### src/rtl/pattern_generator_gen.sv
// Memory-BIST data-pattern generator: produces one registered gray/Euler, checkerboard, address or solid word per submit.
// Optional build macro PTRN_INVERT_EN adds inv_in, which complements the emitted word.
module pattern_generator_gen #(
  parameter int GW    = 5,
  parameter int DW    = 8,
  parameter int AW    = 10,
  parameter int TSTEP = 2
) (
  input  logic          clk,
  input  logic          rst,
  input  logic          sbmt_in,
  input  logic          shft_in,
  input  logic [1:0]    mode_in,
  input  logic [AW-1:0] addr_in,
`ifdef PTRN_INVERT_EN
  input  logic          inv_in,
`endif
  output logic [DW-1:0] ptrn_out,
  output logic          ptrn_vld,
  output logic          seq_done
);

  localparam int CW = (GW > 1) ? $clog2(GW) : 1;

  logic [GW-1:0] count;
  logic [CW-1:0] selcnt;
  logic [CW-1:0] tilcnt;
  logic          cnt_last;
  logic          sel_last;
  logic          til_last;
  logic [DW-1:0] ptrn_nxt;

  // Euler column selcnt of the gray code, tiled across the word from phase tilcnt
  function automatic logic [DW-1:0] euler_tile(input logic [GW-1:0] cnt,
                                               input logic [CW-1:0] sel,
                                               input logic [CW-1:0] til);
    logic [GW-1:0] g;
    logic [GW-1:0] e;
    logic [DW-1:0] p;
    int            s;
    int            off;
    g   = cnt ^ (cnt >> 1);
    s   = int'(sel);
    off = int'(til) * TSTEP;
    for (int i = 0; i < GW; i++)
      e[i] = g[(i + s) % GW] ^ ((s != 0) && ((((i + s) % GW) == 0) || (i == 0)));
    for (int j = 0; j < DW; j++)
      p[DW-1-j] = e[(off + j) % GW];
    return p;
  endfunction

  function automatic logic [DW-1:0] checker_ptrn(input logic [AW-1:0] addr);
    logic [DW-1:0] p;
    for (int k = 0; k < DW; k++)
      p[k] = ((k % 2) == 1) ^ (^addr);
    return p;
  endfunction

  function automatic logic [DW-1:0] addr_ptrn(input logic [AW-1:0] addr, input logic ph);
    logic [DW+AW-1:0] ext;
    ext = {{DW{1'b0}}, addr};
    return ext[DW-1:0] ^ {DW{ph}};
  endfunction

  assign cnt_last = &count;
  assign sel_last = (selcnt == CW'(GW - 1));
  assign til_last = (tilcnt == CW'(GW - 1));

  always_comb begin
    ptrn_nxt = '0;
    case (mode_in)
      2'd0:    ptrn_nxt = euler_tile(count, selcnt, tilcnt);
      2'd1:    ptrn_nxt = checker_ptrn(addr_in);
      2'd2:    ptrn_nxt = addr_ptrn(addr_in, count[0]);
      default: ptrn_nxt = {DW{count[0]}};
    endcase
`ifdef PTRN_INVERT_EN
    ptrn_nxt = ptrn_nxt ^ {DW{inv_in}};
`endif
  end

  // Output register stage; counters advance after the pattern is captured
  always_ff @(posedge clk) begin
    if (!rst) begin
      count    <= '0;
      selcnt   <= '0;
      tilcnt   <= '0;
      ptrn_out <= '0;
      ptrn_vld <= 1'b0;
      seq_done <= 1'b0;
    end else begin
      ptrn_vld <= sbmt_in;
      seq_done <= sbmt_in && cnt_last && sel_last;
      if (sbmt_in) begin
        ptrn_out <= ptrn_nxt;
        count    <= count + 1'b1;
        if (cnt_last)
          selcnt <= sel_last ? '0 : selcnt + 1'b1;
      end
      if (shft_in)
        tilcnt <= til_last ? '0 : tilcnt + 1'b1;
    end
  end

endmodule
### config.mk
export PLATFORM = sky130hd
export DESIGN_NAME = pattern_generator_gen
export DESIGN_NICKNAME = d
export VERILOG_FILES = /design/src/rtl/pattern_generator_gen.sv
export SDC_FILE = /design/constraint.sdc
export NUM_CORES = 1
export LEC_CHECK = 0
export ABC_AREA = 1
export CORE_MARGIN = 4
export CORE_UTILIZATION = 40
export CTS_CLUSTER_SIZE = 20
export DETAILED_ROUTE_END_ITERATION = 10
export PLACE_DENSITY = 0.64
export SLEW_MARGIN = 20
export SYNTH_ARGS = -nofsm -noshare
export SYNTH_HDL_FRONTEND = slang
export SYNTH_SLANG_ARGS = --single-unit
### constraint.sdc
create_clock -name clk -period 5 [get_ports clk]
set_clock_uncertainty 0.2 [all_clocks]
set_input_delay 1 -clock clk [delete_from_list [all_inputs] [get_ports clk]]
set_output_delay 1 -clock clk [all_outputs]
set_load 0.1 [all_outputs]
Word level (Yosys, flattened, before mapping)
Index checks and enable logic that the tools add are counted.
Storage, ports and cells
  bits in registers: 21
  input bits: 16
  word-level logic and storage cells: 115
Cells by class
  add/subtract/negate cells: 14
  div/mod/pow operators: 13
  magnitude comparators: 13
  equality and inequality tests: 4
  muxes and demuxes: 42
  bitwise operators: 8
  reductions and logical operators: 15
Operators by type and width (count)
  $lt A32 B5 Y1 const B: 13
  $mod A32 B4 Y32 const B: 11
  $logic_not A32 Y1: 4
  $bmux W1 S3: 13
  $mod A4 B4 Y32 const B: 1
  $mod A5 B4 Y32 const B: 1
  $mux W1: 26
  $pmux W8 S3: 1
  $add A4 B3 Y5 const B: 4
  $add A4 B2 Y5 const B: 2
  $reduce_xor A10 Y1: 1
  $add A2 B3 Y4 const A: 2
  $xor A8 B8 Y8: 1
  $add A3 B1 Y3 const B: 2
  $eq A3 B3 Y1 const B: 2
  $logic_and A1 B1 Y1: 6
  $mux W3: 2
  $reduce_and A6 Y1: 1
  $add A4 B1 Y5 const B: 1
  $add A5 B1 Y5 const B: 1
  $reduce_and A5 Y1: 1
  $xor A1 B1 Y1: 5
  $xor A5 B4 Y5: 1
  $add A1 B3 Y4 const A: 1
  other kinds (6): 6

Longest topological paths before layout
Gate-level depths: netlist of run 1.
  word-level depth: 10
  mapped depth: 33
  mapped depth without buffers: 31

Worst setup path before layout of run 1
No wires, ideal clock.
  path type: flip-flop to flip-flop
  start point: register selcnt[0]
  end point: register ptrn_out[4]
  setup time: 0.109 ns
  data arrival time: 3.709 ns
  required time: 4.691 ns
  path slack: 0.983 ns
  cell stages (with the launch flop): 33
  buffers on the path: 2
  cell sequence: dfxtp_1 buf_2 buf_2 inv_1 ha_1 ha_1 inv_1 ha_1 nor2_1 nand2_2 nand2_2 nand2_1 nand2_1 inv_1 ha_1 inv_1 nand2_1 nand2_1 nor2_1 nand2_1 nand2_2 nor2_4 nand3_1 nor2_1 nand3_2 nand2_2 nand2_1 o211ai_1 nand2_1 nand2_1 nand3_1 nand2_1 inv_1
On the way
  cells in the longest elaborated chain, start to end: 10
  elaborated cells on any way between the ends: 42
RTL lines
  start, declared: RTL line 26  | logic [CW-1:0] selcnt;
  start signal, assigned: RTL line 98  | selcnt <= sel_last ? '0 : selcnt + 1'b1;
  $add A1 B3 Y4, or another cell as far along: RTL line 46  | e[i] = g[(i + s) % GW] ^ ((s != 0) && ((((i + s) % GW) == 0) || (i == 0)));
  $mod A32 B4 Y32: RTL line 46
  $bmux W1 S3: RTL line 46
  $mux W1 (implied by the code) (2 in series): RTL line 46
  $xor A1 B1 Y1: RTL line 46
  $bmux W1 S3 (*): RTL line 48  | p[DW-1-j] = e[(off + j) % GW];
  $mux W1 (implied by the code) (*) (2 in series): RTL line 48
  $pmux W8 S3 (*): RTL line 71  | case (mode_in)
  end signal, assigned: RTL line 95  | ptrn_out <= ptrn_nxt;
  end, declared: RTL line 18  | output logic [DW-1:0] ptrn_out,
Every way passes the cells marked *; elsewhere a longest branch is shown, timed or not. The select of a mux whose other input is x is not followed.
A chain may end at the register's enable or synchronous reset.

Worst setup path after layout of run 1
  start point: register selcnt[1]
  end point: register ptrn_out[7]
The elaborated chain is that of the path after synthesis.

==> results.cfg, run 1 <==
[outcome]
outcome = complete, no violations

[timing]
finalHoldViolCount = 0
fin_setup_tns_ns = 0
worstMarginPinSlew_ns = 0.977
relSlewSlack = 0.346
fin_ws_ns = 0.578
rsz0062_at_grt = no
hold_slack_ns = 0.356
final_max_slew_viol_count = 0
final-setup-viol-count = 0
fmax_mhz = 226
period_needed_ns = 4.42
min_period_over_period = 0.884

[power]
peakVddDrop_uv = 193
cellPowerDensity_nw_per_um2 = 140
finalPower_uw = 754
power_leakage_nw = 2.92

[critical_path]
crit_path_end_kind = register
cp.arrival_ns = 4.39
crit_fanout = 12
r2r_end = ptrn_out[7]
reg2reg_from = selcnt[1]
cp.required_ns = 4.97
r2r_slack_ns = 0.58
crit_path_start_kind = register
crit_top_cell = nand2_1
cp_slowest_cell = dfxtp_1
slowest_delay_ns = 0.52
worst-setup-path-type = register to register
reg2reg_depth = 30

[cells_and_area]
fin_nets = 951
drive_above_1_share = 0.104
area_growth_pct = 10.1
fillers = 1269
diodes = 0

[synthesis]
synth-seq-cells = 21
synthArstFlopShare = 0
synth_most_common_cell = nand2_1
synth_flop_cell = dfxtp_1
avgSynthCellArea_um2 = 5.69
syn_nets = 929
ys_seq_area_frac = 0.0862
yosys-top-cells-count = nand2_1 (214), inv_1 (126), nand3_1 (108)
synth_top_area_cell = nand2_1
ys_warn_count = 0
synth_cell_types = 46
ys_top_cells_by_area = nand2_1 (16%), ha_1 (14%), nand3_1 (11%)
syn_area_um2 = 4880
synth_edf_count = 0
synth_top_area_frac = 0.165
syn_inst = 858

[floorplanning]
rows = 40
ios = 26
die_h_um = 118
core_um2 = 12000
die_w_um = 118
initial_core_util = 0.408
dieArea_um2 = 14000

[route]
ant_nets = 0
wl_per_cell_um = 12.2
vias_per_cell = 4.99
vias = 5119
drt_iter0_markers = 392
post-route-drc-count = 0
drt_wl_total_um = 12500
drt-pass1-iter-count = 5

[grt]
grt_pass1_wl_um = 21600
grt_pass1_vias = 4606
grt_use_total = 0.179
antenna_found_initial = 0
grt_max_degree = 22
grt_overflow = 0

[clocking]
cts_setup_buffers = 0
clockRootBuffer = clkbuf_16
clock_latency_ns = 0.26
cts_buffers = 3
cts.path.max_buffers = 2
htree_levels = 1
cts.sink_count = 21
clk_pin_slew_ns = 0.06
cts_hold_buf = 0
cts_resized = 0
tritoncts = yes

[place]
place_congestion = 0.876
io_buffers = 25
hpwlAfterDp_um = 10100
post-place-ws_ns = 0.616

[run]
cap_violations = 0

[min_path]
min_from = count[1]
hold_path_depth = 2
min_path_type = register to register
hold_end = count[1]
## logic make-up after synthesis
group,count (synthesis),synth area share
AND/OR/NAND/NOR,488,0.472
adder cells (fa/ha/maj),55,0.141
XOR/XNOR,27,0.0485
AO/OA/AOI/OAI,110,0.130
flip-flops,21,0.0862
buffers and inverters,157,0.123
## where the power goes
group | internal, mW | switching (mW) | leakage, nW
registers | 0.177 | 0.00897 | 0.172
clock network | 0.109 | 0.0741 | 0.0382
logic | 0.130 | 0.254 | 2.71
total | 0.417 | 0.337 | 2.92
## registers in the layout (all words and copies together) (netlist names)
signal and cells:
ptrn_vld 1, count 5, selcnt 3, tilcnt 3, ptrn_out 8, seq_done 1
## worst max-delay path by stage
| stage | start | to | cells past startpoint |
|---|---|---|---|
| global placement | selcnt[1] | ptrn_out[4] | 29 |
| CTS | selcnt[1] | ptrn_out[7] | 30 |
| global route | selcnt[1] | ptrn_out[7] | 29 |
| finish | selcnt[1] | ptrn_out[7] | 30 |
| floorplan | selcnt[0] | ptrn_out[4] | 32 |
| detailed placement | selcnt[1] | ptrn_out[7] | 30 |
## critical path: cells and delay by family, from the launching register on
| family | cells | cell delay [ns] |
|---|---|---|
| compound gates | 1 | 0.07 |
| simple gates | 20 | 1.88 |
| fa+ha+maj | 4 | 1.05 |
| buf+inv | 5 | 0.57 |
| flops | 1 | 0.52 |
## metal layers
metal / share of wire / vias to the layer above / global-route usage
li1: - / 2790 / -
met1: 0.54 / 2231 / 0.268
met2: 0.42 / 94 / 0.279
met3: 0.034 / 4 / 0.0163
met4: 0.0075 / 0 / 0.0319
met5: 0 / - / 0
## layout make-up
| type | count | area [um2] | share of cell area |
|---|---|---|---|
| clock buffers | 4 | 78.8 | 0.0147 |
| repair buffers | 29 | 280 | 0.0522 |
| well taps | 147 | 184 | 0.0342 |
| inverters | 145 | 546 | 0.102 |
| flip-flops and latches | 21 | 420 | 0.0783 |
| multi-input cells | 680 | 3860 | 0.719 |
## layout by cell type, fill, tap and decap left out, drive strengths merged, types with 2 or more instances in the layout
cell	count
nand4	12
or2	2
dfxtp	21
nor3	7
nand2	256
o2111ai	2
clkdlybuf4s50	25
buf	4
clkbuf	4
nand3	115
a211oi	6
nor2	86
clkinv	3
o211ai	3
o31ai	2
xnor2	14
o21ai	45
xor2	13
a21oi	44
o21bai	2
ha	55
nand3b	9
inv	142
## through the flow
step / area, um2 / std cells / util
after floorplan: 4880 / 858 / -
after global placement: 5290 / 1022 / 0.442
after detailed placement: 5290 / 1022 / 0.442
after CTS: 5370 / 1026 / 0.449
after global routing: 5370 / 1026 / 0.449
final: 5370 / 1026 / 0.449
(Power assumes the default switching activity.)
==> run 2, diff against run 1 <==
RECOVER_POWER = 50   (was not set)
SKIP_CTS_REPAIR_TIMING = 1   (was not set)
==> run 2 against run 1 <==
Flip-flop and latch count did not move. Highest routed layer unchanged. Combinational power barely moved. Count of clock-buffer cells in the layout did not move. Core utilization did not move. Cell count did not move. Via count did not move. Clock power barely moved. Largest power group unchanged. Sequential power barely moved. Setup slack barely moved. Global-route usage did not move.
==> results.cfg, run 2 (synthesized netlist as in run 1, its figures left out) <==
[clocking]
cts_buffers = 3
cts.path.max_buffers = 2
clock_latency_ns = 0.26
htree_levels = 1
clockRootBuffer = clkbuf_16
clk_pin_slew_ns = 0.06
cts.sink_count = 21
tritoncts = yes

[floorplanning]
ios = 26
rows = 40
die_w_um = 118
die_h_um = 118
dieArea_um2 = 14000
initial_core_util = 0.408
core_um2 = 12000

[timing]
final-setup-viol-count = 0
min_period_over_period = 0.884
worstMarginPinSlew_ns = 0.982
fin_ws_ns = 0.578
fin_setup_tns_ns = 0
final_max_slew_viol_count = 0
period_needed_ns = 4.42
fmax_mhz = 226
hold_slack_ns = 0.356
relSlewSlack = 0.343
finalHoldViolCount = 0
rsz0062_at_grt = no

[place]
place_congestion = 0.876
io_buffers = 25
post-place-ws_ns = 0.616
placed_area_um2 = 5290
hpwlAfterDp_um = 10100

[critical_path]
worst-setup-path-type = register to register
cp.required_ns = 4.97
crit_top_cell = nand2_1
reg2reg_depth = 30
cp_slowest_cell = dfxtp_1
crit_path_end_kind = register
r2r_slack_ns = 0.58
slowest_delay_ns = 0.52
reg2reg_from = selcnt[1]
r2r_end = ptrn_out[7]
crit_fanout = 12
crit_path_start_kind = register
cp.arrival_ns = 4.39

[route]
wl_per_cell_um = 12.2
post-route-drc-count = 0
vias_per_cell = 4.99
vias = 5119
drt-pass1-iter-count = 5
drt_iter0_markers = 392
ant_nets = 0
drt_wl_total_um = 12500

[cells_and_area]
final_common_cell = nand2_1
largest_reg_flops = 8
final_cell_mix = nand2_1 (214), inv_1 (126), nand3_1 (108)
drive_above_1_share = 0.104
diodes = 0
largestRegisters = ptrn_out x8, count x5
final_area_um2 = 5370
area_growth_pct = 10.1
fin_nets = 951
largest-register = ptrn_out

[power]
peakVddDrop_uv = 193
cellPowerDensity_nw_per_um2 = 140
power_leakage_nw = 2.92

[grt]
grt_pass1_vias = 4606
grt_pass1_wl_um = 21600
grt_overflow = 0
grt_use_total = 0.179
antenna_found_initial = 0
grt_max_degree = 22

[outcome]
outcome = complete, no violations

[min_path]
min_from = count[1]
hold_path_depth = 2
hold_end = count[1]
min_path_type = register to register

[run]
cap_violations = 0
==> run 2: cell types whose count changed in the layout (fill, tap and decap cells not counted) <==
cell             delta
clkdlybuf4s50_1     -4
dlygate4sd3_1       +4
==> run 2: report_power, final <==
part	total, mW	switching [mW]	internal (mW)	leakage [nW]
Sequential	0.186	0.00894	0.177	0.172
Combinational	0.384	0.254	0.130	2.71
Clock	0.183	0.0740	0.109	0.0382
Total	0.753	0.337	0.416	2.92
==> run 2: cell type report <==
class	instances	area (um2)
inverters	145	546
flip-flops and latches	21	420
repair buffers	29	280
well taps	147	184
fillers	1269	6590
multi-input cells	680	3860
clock buffers	4	78.8
==> run 2: per-layer routing <==
metal  GRT usage  vias up  routed length [um]
li1            -     2790                   -
met1       0.268     2231                6730
met2       0.279       94                5260
met3      0.0163        4                 430
met4      0.0319        0                  94
met5           0        -                   0
==> run 2: how the worst max path moves through the flow <==
stage	start	to	cells after the start
after floorplan	selcnt[0]	ptrn_out[4]	32
after global placement	selcnt[1]	ptrn_out[4]	29
after detailed placement	selcnt[1]	ptrn_out[7]	30
after CTS	selcnt[1]	ptrn_out[7]	30
after global routing	selcnt[1]	ptrn_out[7]	29
final	selcnt[1]	ptrn_out[7]	30
==> run 2: worst max-delay path: cells and delay by family (launching register included) <==
family          cells  cell delay [ns]
buf+inv             5             0.57
fa+ha+maj           4             1.05
flops               1             0.52
compound gates      1             0.07
simple gates       20             1.88
==> run 2: through the flow <==
step / power (mW) / cells / utilization
after floorplan: 0.481 / 858 / -
after global placement: 0.571 / 1022 / 0.442
after detailed placement: 0.570 / 1022 / 0.442
after CTS: 0.755 / 1026 / 0.449
after global routing: 0.808 / 1026 / 0.449
final: 0.753 / 1026 / 0.449
==> run 3, diff against run 2 <==
GPL_ROUTABILITY_DRIVEN = 1   (was not set)
HOLD_SLACK_MARGIN = 0.02   (was not set)
==> results of run 3 <==
Same layout as run 2: the final DEF is identical, and so are final timing and power.
